==> config.mk <==
export PLATFORM = sky130hd
export DESIGN_NAME = lbuf_sched
export DESIGN_NICKNAME = d
export VERILOG_FILES = /design/src/rtl/lbuf_sched_pkg.sv /design/src/rtl/lbuf_desc_mux.sv /design/src/rtl/lbuf_sched.sv
export SDC_FILE = /design/constraint.sdc
export NUM_CORES = 1
export LEC_CHECK = 0
export ABC_AREA = 1
export CORE_AREA = 2 2 147 149
export CTS_CLUSTER_DIAMETER = 100
export CTS_CLUSTER_SIZE = 14
export DETAILED_ROUTE_END_ITERATION = 8
export DIE_AREA = 0 0 149 151
export MAX_ROUTING_LAYER = met4
export PLACE_DENSITY_LB_ADDON = 0.05
export RECOVER_POWER = 25
export SLEW_MARGIN = 20
export SYNTH_ARGS = -nofsm -noshare
export SYNTH_HDL_FRONTEND = slang
export SYNTH_SLANG_ARGS = --single-unit
==> constraint.sdc <==
create_clock -name clk -period 4.6 [get_ports clk]
set_input_delay 1.38 -clock clk [delete_from_list [all_inputs] [get_ports clk]]
set_output_delay 1.38 -clock clk [all_outputs]
set_load 0.02 [all_outputs]
==> src/rtl/lbuf_sched_pkg.sv <==
// Shared types for the large-buffer scheduler: FSM encoding, buffer indices, descriptor widths.
// Used by the host-control block, receive DMA engine and completion writer.
package lbuf_sched_pkg;

    localparam int ADDR_W = 64;
    localparam int LEN_W  = 32;

    localparam logic LBUF1_IDX = 1'b0;
    localparam logic LBUF2_IDX = 1'b1;

    typedef enum logic [4:0] {
        ST_IDLE    = 5'b00001,
        ST_OFFER   = 5'b00010,
        ST_BUSY    = 5'b00100,
        ST_NOTIFY  = 5'b01000,
        ST_RELEASE = 5'b10000
    } state_t;

    // The engine may report more bytes than the buffer holds; never report past its end.
    function automatic logic [LEN_W-1:0] clamp_len(input logic [LEN_W-1:0] bytes,
                                                   input logic [LEN_W-1:0] len);
        return (bytes < len) ? bytes : len;
    endfunction

endpackage

==> src/rtl/lbuf_desc_mux.sv <==
// 2:1 descriptor select between the two host-posted buffers, keyed on the current index.
// Purely combinational, no backpressure.
module lbuf_desc_mux
    import lbuf_sched_pkg::*;
(
    input  logic              sel,
    input  logic [ADDR_W-1:0] lbuf1_addr,
    input  logic [LEN_W-1:0]  lbuf1_len,
    input  logic              lbuf1_en,
    input  logic [ADDR_W-1:0] lbuf2_addr,
    input  logic [LEN_W-1:0]  lbuf2_len,
    input  logic              lbuf2_en,
    output logic [ADDR_W-1:0] sel_addr,
    output logic [LEN_W-1:0]  sel_len,
    output logic              sel_en
);

    assign sel_addr = (sel == LBUF2_IDX) ? lbuf2_addr : lbuf1_addr;
    assign sel_len  = (sel == LBUF2_IDX) ? lbuf2_len  : lbuf1_len;
    assign sel_en   = (sel == LBUF2_IDX) ? lbuf2_en   : lbuf1_en;

endmodule

==> src/rtl/lbuf_sched.sv <==
// Ping-pong scheduler handing lbuf1/lbuf2 to the RX DMA engine in strict alternation.
// All outputs registered; stalls indefinitely on dma_ack / cpl_ack with offer and completion held stable.
module lbuf_sched
    import lbuf_sched_pkg::*;
#(
    parameter int SEQ_W = 16
) (
    input  logic              clk,
    input  logic              rst,
    input  logic [ADDR_W-1:0] lbuf1_addr,
    input  logic [LEN_W-1:0]  lbuf1_len,
    input  logic              lbuf1_en,
    output logic              lbuf1_dn,
    input  logic [ADDR_W-1:0] lbuf2_addr,
    input  logic [LEN_W-1:0]  lbuf2_len,
    input  logic              lbuf2_en,
    output logic              lbuf2_dn,
    output logic [ADDR_W-1:0] dma_addr,
    output logic [LEN_W-1:0]  dma_len,
    output logic              dma_valid,
    input  logic              dma_ack,
    input  logic              dma_done,
    input  logic [LEN_W-1:0]  dma_bytes,
    output logic              cpl_req,
    input  logic              cpl_ack,
    output logic              cpl_idx,
    output logic [LEN_W-1:0]  cpl_bytes,
    output logic [SEQ_W-1:0]  cpl_seq,
    output logic              active_idx
);

    state_t             state_q, state_d;
    logic               cur_q, cur_d;
    logic [SEQ_W-1:0]   seq_q, seq_d;
    logic [ADDR_W-1:0]  dma_addr_q, dma_addr_d;
    logic [LEN_W-1:0]   dma_len_q, dma_len_d;
    logic               dma_valid_q, dma_valid_d;
    logic               cpl_req_q, cpl_req_d;
    logic               cpl_idx_q, cpl_idx_d;
    logic [LEN_W-1:0]   cpl_bytes_q, cpl_bytes_d;
    logic [SEQ_W-1:0]   cpl_seq_q, cpl_seq_d;
    logic               dn1_q, dn1_d;
    logic               dn2_q, dn2_d;

    logic [ADDR_W-1:0]  sel_addr;
    logic [LEN_W-1:0]   sel_len;
    logic               sel_en;

    lbuf_desc_mux u_desc_mux (
        .sel        (cur_q),
        .lbuf1_addr (lbuf1_addr),
        .lbuf1_len  (lbuf1_len),
        .lbuf1_en   (lbuf1_en),
        .lbuf2_addr (lbuf2_addr),
        .lbuf2_len  (lbuf2_len),
        .lbuf2_en   (lbuf2_en),
        .sel_addr   (sel_addr),
        .sel_len    (sel_len),
        .sel_en     (sel_en)
    );

    // Pulse-type outputs are computed for the state being entered so they appear
    // registered in the same cycle the FSM occupies that state.
    always_comb begin
        state_d     = state_q;
        cur_d       = cur_q;
        seq_d       = seq_q;
        dma_addr_d  = dma_addr_q;
        dma_len_d   = dma_len_q;
        cpl_idx_d   = cpl_idx_q;
        cpl_bytes_d = cpl_bytes_q;
        cpl_seq_d   = cpl_seq_q;
        dma_valid_d = 1'b0;
        cpl_req_d   = 1'b0;
        dn1_d       = 1'b0;
        dn2_d       = 1'b0;
        case (state_q)
            ST_IDLE: begin
                if (sel_en) begin
                    dma_addr_d = sel_addr;
                    dma_len_d  = sel_len;
                    if (sel_len != '0) begin
                        state_d     = ST_OFFER;
                        dma_valid_d = 1'b1;
                    end else begin
                        state_d = ST_RELEASE;
                        dn1_d   = (cur_q == LBUF1_IDX);
                        dn2_d   = (cur_q == LBUF2_IDX);
                    end
                end
            end
            ST_OFFER: begin
                if (dma_ack) begin
                    state_d = ST_BUSY;
                end else begin
                    dma_valid_d = 1'b1;
                end
            end
            ST_BUSY: begin
                if (dma_done) begin
                    state_d     = ST_NOTIFY;
                    cpl_req_d   = 1'b1;
                    cpl_idx_d   = cur_q;
                    cpl_seq_d   = seq_q;
                    cpl_bytes_d = clamp_len(dma_bytes, dma_len_q);
                end
            end
            ST_NOTIFY: begin
                if (cpl_ack) begin
                    state_d = ST_RELEASE;
                    seq_d   = seq_q + SEQ_W'(1);
                    dn1_d   = (cur_q == LBUF1_IDX);
                    dn2_d   = (cur_q == LBUF2_IDX);
                end else begin
                    cpl_req_d = 1'b1;
                end
            end
            ST_RELEASE: begin
                state_d = ST_IDLE;
                cur_d   = ~cur_q;
            end
            default: state_d = ST_IDLE;
        endcase
    end

    always_ff @(posedge clk) begin
        if (rst) begin
            state_q     <= ST_IDLE;
            cur_q       <= LBUF1_IDX;
            seq_q       <= '0;
            dma_addr_q  <= '0;
            dma_len_q   <= '0;
            dma_valid_q <= 1'b0;
            cpl_req_q   <= 1'b0;
            cpl_idx_q   <= LBUF1_IDX;
            cpl_bytes_q <= '0;
            cpl_seq_q   <= '0;
            dn1_q       <= 1'b0;
            dn2_q       <= 1'b0;
        end else begin
            state_q     <= state_d;
            cur_q       <= cur_d;
            seq_q       <= seq_d;
            dma_addr_q  <= dma_addr_d;
            dma_len_q   <= dma_len_d;
            dma_valid_q <= dma_valid_d;
            cpl_req_q   <= cpl_req_d;
            cpl_idx_q   <= cpl_idx_d;
            cpl_bytes_q <= cpl_bytes_d;
            cpl_seq_q   <= cpl_seq_d;
            dn1_q       <= dn1_d;
            dn2_q       <= dn2_d;
        end
    end

    assign lbuf1_dn   = dn1_q;
    assign lbuf2_dn   = dn2_q;
    assign dma_addr   = dma_addr_q;
    assign dma_len    = dma_len_q;
    assign dma_valid  = dma_valid_q;
    assign cpl_req    = cpl_req_q;
    assign cpl_idx    = cpl_idx_q;
    assign cpl_bytes  = cpl_bytes_q;
    assign cpl_seq    = cpl_seq_q;
    assign active_idx = cur_q;

endmodule

==> impl_metrics.ini, run 1 <==
[run_status]
outcome = finished with violations
violations = max-capacitance violations, max-slew violations

[finish]
post-route-util_pct = 62.3
syn_to_final_growth_pct = 53.3
finalInstanceArea_um2 = 13000
layout-drive-gt1-share_pct = 4.15
final_cell_mix = clkdlybuf4s50_1 (351), nand2_1 (322), dfxtp_1 (170), inv_1 (107), o21ai_0 (105)
final_cells = 1797
layout.nets = 1767
final_common_cell = clkdlybuf4s50_1

[power]
leakage_nw = 5.30
pwr_density_cell_nw_per_um2 = 361
peakVddDrop_mv = 0.237

[timing]
fmaxAchievable_mhz = 286
finalClockSkew_ps = 14.5
rsz0062_at_grt = false
drv_slew = 71
worst_pin_slew_ps = 2260
fin_setup_tns_ps = 0
slew_headroom_pct = -50.5
finalHoldViolations = 0
fin_crit_ps = 3500
final-setup-viol-count = 0
fin_crit_sh_pct = 76.0

[clocking]
ctsHoldBuffers = 0
insertion_delay_ps = 430
cts.sinks = 171
root_buffer = clkbuf_16
post_cts_resized = 0
post-cts-setup-buffers = 0
cts.reportedPaths.clkPinSlew_ps = 70
cts_tree = done
cts_max_level = 4
clockBufferDepth = 2
cts_buffers = 17

[detailed_routing]
drt_iter0_drc = 523
drc_errors = 0
drtAntennaViolNets = 0
vias_per_cell = 4.96
drtPass1Iterations = 7
routedWlPerCell_um = 16.4
wl_mm = 29.5
vias = 8905

[logic_synthesis]
synth_warnings = 0
synth_fp_nets = 1434
ys_ff_latch = 171
synth_area_per_cell_um2 = 7.22
synth_area_um2 = 8460
ys_seq_area_share_pct = 40.5
synthCells = 1171
synth_cell_type_count = 32

[worst_hold_path]
hp-class = flip-flop to flip-flop
hold_depth = 2
holdCritStartpoint = cpl_seq[1]
min_to = cpl_seq[1]

[placement]
place_congestion = 0.903
numPortBuffers = 380
hpwl_mm = 21.7
place_inst = 1760
placed_area_um2 = 12400

[setup_path]
regToRegSetupSlack_ps = 1860
slowest_delay_ps = 560
crit_type = primary input to flip-flop
cp_max_fo = 60
r2r_start = active_idx
crit_top_cell = o21ai_0
crit_required_ps = 4950
critical_path.cell_chain = clkdlybuf4s50_1 > inv_1 > o21ai_0 > nand2_4 > inv_4 > buf_4 > o21ai_0 > a31oi_1
critPathArrivalTime_ps = 3850
critPathSlowestCell = inv_4
reg2reg_depth = 8
critPathCaptureType = flip-flop
startpoint_type = primary input
r2r_end = lbuf1_dn

[grt]
antenna_found_initial = 5
grt_max_degree = 93
track_usage_pct = 26.7
gr-total-overflow = 0
grt_pass1_wl_mm = 45.4
grt_pass1_vias = 8492

[run]
cap_violations = 1

[floorplanning]
num_rows = 53
die_w_um = 149
initial_utilization_pct = 40.6
die-area_um2 = 22500
pin_count = 381
core-area_um2 = 20800
die_height_um = 151
[cell type report]
cell class | count | area, um^2
Sequential cell | 171 | 3430
Clock inverter | 15 | 176
Tap cell | 275 | 344
Antenna cell | 5 | 12.5
Multi-Input combinational cell | 812 | 4230
Clock buffer | 17 | 425
Timing Repair Buffer | 393 | 3940
Fill cell | 1920 | 7860
Inverter | 109 | 412
[worst max-delay path by stage]
stage / from / endpoint / slack, ps / depth (start not counted)
floorplan: dma_bytes[21] / cpl_bytes[10] / 1800 / 11
global placement: lbuf1_en / dma_len[8] / 900 / 8
detailed placement: lbuf1_en / dma_len[8] / 850 / 8
CTS: lbuf1_en / dma_len[8] / 1300 / 8
global route: lbuf1_en / dma_addr[43] / 860 / 8
finish: lbuf1_en / dma_addr[43] / 1100 / 8
[worst max-delay path: cells and delay by family]
kind / cells / cell delay (ps)
AOI/OAI and AO/OA: 3 / 760
and+or+nand+nor: 1 / 330
buffers and inverters: 4 / 1350
[layer usage]
layer,share of wire [%],up-vias,global-route usage (%)
li1,-,4575,-
met1,40,3961,31.1
met2,48,326,43.4
met3,9.1,43,8.16
met4,2.6,0,10.1
met5,0,-,-
[synth_stat cells, drive strengths merged]
cell    count  area (um^2)
o21a       35          263
mux2i       8         80.1
o21ai     111          556
nand3      73          370
o41ai       1         8.76
nor4        5         61.3
a21oi      64          324
a31oi      64          400
nand2     323         1220
clkinv      2         8.75
nand4      11         68.8
buf        40          249
nor2       52          195
ha         32          400
nor3       11         60.1
dfxtp     171         3420
a211oi     16          165
inv       107          402
xor2        6         52.6
clkbuf     39          146
[power by group]
part | total (W) | switching [W] | internal [W] | leakage [nW]
Clock | 0.00147 | 0.000686 | 0.000779 | 0.292
Combinational | 0.00144 | 0.000768 | 0.000672 | 3.60
Sequential | 0.00177 | 0.000116 | 0.00165 | 1.40
Total | 0.00467 | 0.00157 | 0.00310 | 5.30
[kinds of logic (layout without fill, tap and decap cells)]
| kind of cell | after synthesis | count (layout) | synth area share, % |
|---|---|---|---|
| AO/OA/AOI/OAI | 291 | 291 | 20.3 |
| XOR/XNOR | 6 | 6 | 0.621 |
| adder cells (fa/ha/maj) | 32 | 32 | 4.73 |
| buffers and inverters | 188 | 534 | 9.53 |
| flip-flops | 171 | 171 | 40.5 |
| multiplexers | 8 | 8 | 0.947 |
| other | 0 | 5 | 0 |
| AND/OR/NAND/NOR | 475 | 475 | 23.4 |
[flip-flops by register name, summed over array words and instances, names as in the netlist]
signal,flops
dma_addr,64
cpl_req,1
seq_q,16
dma_valid,1
active_idx,1
lbuf1_dn,1
dma_len,32
state_q,5
cpl_idx,1
lbuf2_dn,1
cpl_seq,16
cpl_bytes,32
[through the flow]
step / setup WS (ps) / hold slack [ps] / power [W]
4_1_cts: 1300 / 470 / 0.00472
5_1_grt: 865 / 477 / 0.00492
2_1_floorplan: 1800 / 452 / 0.00254
3_3_place_gp: 898 / 455 / 0.00323
6_report: 1100 / 466 / 0.00467
3_5_place_dp: 851 / 458 / 0.00324
Power figures use the tool's default switching activity.
==> run 2: changes to the inputs <==
CORE_AREA = not set   (was 2 2 147 149)
CORE_MARGIN = 2   (was not set)
CORE_UTILIZATION = 38   (was not set)
DIE_AREA = not set   (was 0 0 149 151)
clock period = 3 ns   (was 4.6 ns; I/O delays follow)
==> run 2 against run 1 <==
Effect of this change: the run now ends clean; design area is 0.41% higher; flip-flop and latch count unchanged; sequential share of layout area down 0.11 points; critical path depth is the same; combinational power grew 55%; critical path type unchanged.
==> impl_metrics.ini, run 2 (synthesis results as in run 1) <==
[power]
switching_power_w = 0.00242
leakage_nw = 5.25
pwr-share-seq_pct = 37.8
switching_share_pct = 33.6
peakVddDrop_mv = 0.312
internal_power_w = 0.00478
combinationalPowerShare_pct = 30.9
clkPwrFrac_pct = 31.3
pwr_density_cell_nw_per_um2 = 553

[detailed_routing]
drc_errors = 0
drtPass1Iterations = 5
vias = 8917
wl_mm = 30.7
drt_iter0_drc = 443
routedWlPerCell_um = 16.9
drtAntennaViolNets = 0
vias_per_cell = 4.93

[timing]
finalHoldViolations = 0
final-setup-viol-count = 0
finalClockSkew_ps = 15.7
fmaxAchievable_mhz = 364
hold_slack_ps = 469
fin_crit_ps = 2750
worst_pin_slew_ps = 977
drv_slew = 0
rsz0062_at_grt = false
fin_crit_sh_pct = 91.6
slew_headroom_pct = 34.8

[run]
cap_violations = 0

[setup_path]
crit_required_ps = 3350
critPathCaptureType = flip-flop
critPathArrivalTime_ps = 3100
crit_type = primary input to flip-flop
startpoint_type = primary input
cp_max_fo = 54

[clocking]
clockBufferDepth = 2
insertion_delay_ps = 440
cts.reportedPaths.clkPinSlew_ps = 80
post_cts_resized = 0
cts_max_level = 4
cts_tree = done
root_buffer = clkbuf_16
ctsHoldBuffers = 0
post-cts-setup-buffers = 0
cts.sinks = 171
cts_buffers = 17

[floorplanning]
initial_utilization_pct = 38.8
num_rows = 54
die_height_um = 153
core-area_um2 = 21800
pin_count = 381
die_w_um = 153
die-area_um2 = 23500

[finish]
fillCellCount = 2076
largest_reg_flops = 64
layout.nets = 1777
layout-drive-gt1-share_pct = 4.65
final_common_cell = clkdlybuf4s50_1
multiInputGateArea_um2 = 4220
post-route-util_pct = 59.7
final_cell_mix = clkdlybuf4s50_1 (377), nand2_1 (322), dfxtp_1 (170), inv_1 (106), o21ai_0 (105)
final_cells = 1810
seqCellArea_um2 = 3430
syn_to_final_growth_pct = 53.9

[grt]
grt_pass1_wl_mm = 47.5
antenna_found_initial = 3
grt_max_degree = 56
grt_pass1_vias = 8643
track_usage_pct = 26.4
gr-total-overflow = 0

[worst_hold_path]
hp-class = flip-flop to flip-flop

[placement]
numPortBuffers = 380
place_congestion = 0.856
hpwl_mm = 23.2
place_inst = 1775

[run_status]
outcome = finished, final reports clean
==> run 2: cell types whose count changed in the layout (fill, tap and decap cells not counted), sizes merged <==
cell,before,now
clkbuf,18,23
buf,13,18
clkdlybuf4s50,351,377
dlygate4sd3,28,2
clkinvlp,1,3
clkinv,5,3
diode,5,3
==> run 2: power by group through the flow <==
stage | Sequential [W] | Clock, W | Combinational (W)
after global placement | 0.00276 | 0 | 0.00224
after CTS | 0.00272 | 0.00230 | 0.00226
after detailed placement | 0.00277 | 0 | 0.00225
after global routing | 0.00276 | 0.00239 | 0.00243
after floorplan | 0.00304 | 0 | 0.000858
final | 0.00272 | 0.00225 | 0.00223
==> run 2: path summary, 6_finish.rpt <==
kind / startpoint / to / slack [ps] / cells past startpoint
setup / recovery: lbuf1_en / dma_addr[31] / 250 / 8
setup reg to reg: state_q[4] / cpl_seq[1] / 620 / 6
hold reg to reg: cpl_seq[8] / cpl_seq[8] / 470 / 2
hold / removal: cpl_seq[8] / cpl_seq[8] / 470 / 2
==> run 2: cell type report <==
| type | count | area share, % |
|---|---|---|
| Antenna cell | 3 | 0.0577 |
| Inverter | 109 | 3.16 |
| Tap cell | 280 | 2.69 |
| Clock buffer | 17 | 3.27 |
| Clock inverter | 15 | 1.30 |
| Sequential cell | 171 | 26.3 |
| Timing Repair Buffer | 403 | 30.8 |
| Multi-Input combinational cell | 812 | 32.4 |
==> run 2: per-layer routing <==
| metal | vias to the layer above | global-route usage (%) | routed length (um) |
|---|---|---|---|
| met4 | 0 | 6.04 | 357 |
| met1 | 4022 | 30.4 | 12600 |
| met3 | 21 | 8.22 | 2460 |
| met2 | 280 | 44.9 | 15300 |
| li1 | 4594 | - | - |
| met5 | - | - | 0 |
==> run 2: worst max-delay path, cell delays in order <==
cell	delay (ps)
clkdlybuf4s50_1	460
inv_1	30
o21ai_0	430
nand2_4	80
clkinvlp_2	460
buf_6	390
o21ai_0	130
a31oi_1	200
==> run 2: stage by stage <==
| stage | power, W | cell area [um^2] | setup WS (ps) | setup TNS, ps |
|---|---|---|---|---|
| after CTS | 0.00728 | 13100 | 333 | 0 |
| final | 0.00720 | 13000 | 251 | 0 |
| after global routing | 0.00758 | 13000 | 92.7 | 0 |
| after global placement | 0.00500 | 12500 | -97.4 | -2200 |
| after floorplan | 0.00390 | 8460 | 678 | 0 |
| after detailed placement | 0.00502 | 12500 | -98.5 | -1870 |
==> run 3: changes to the inputs <==
CAP_MARGIN = 20   (was not set)
==> results of run 3 <==
Final layout, timing and power as in run 2 (identical DEF).
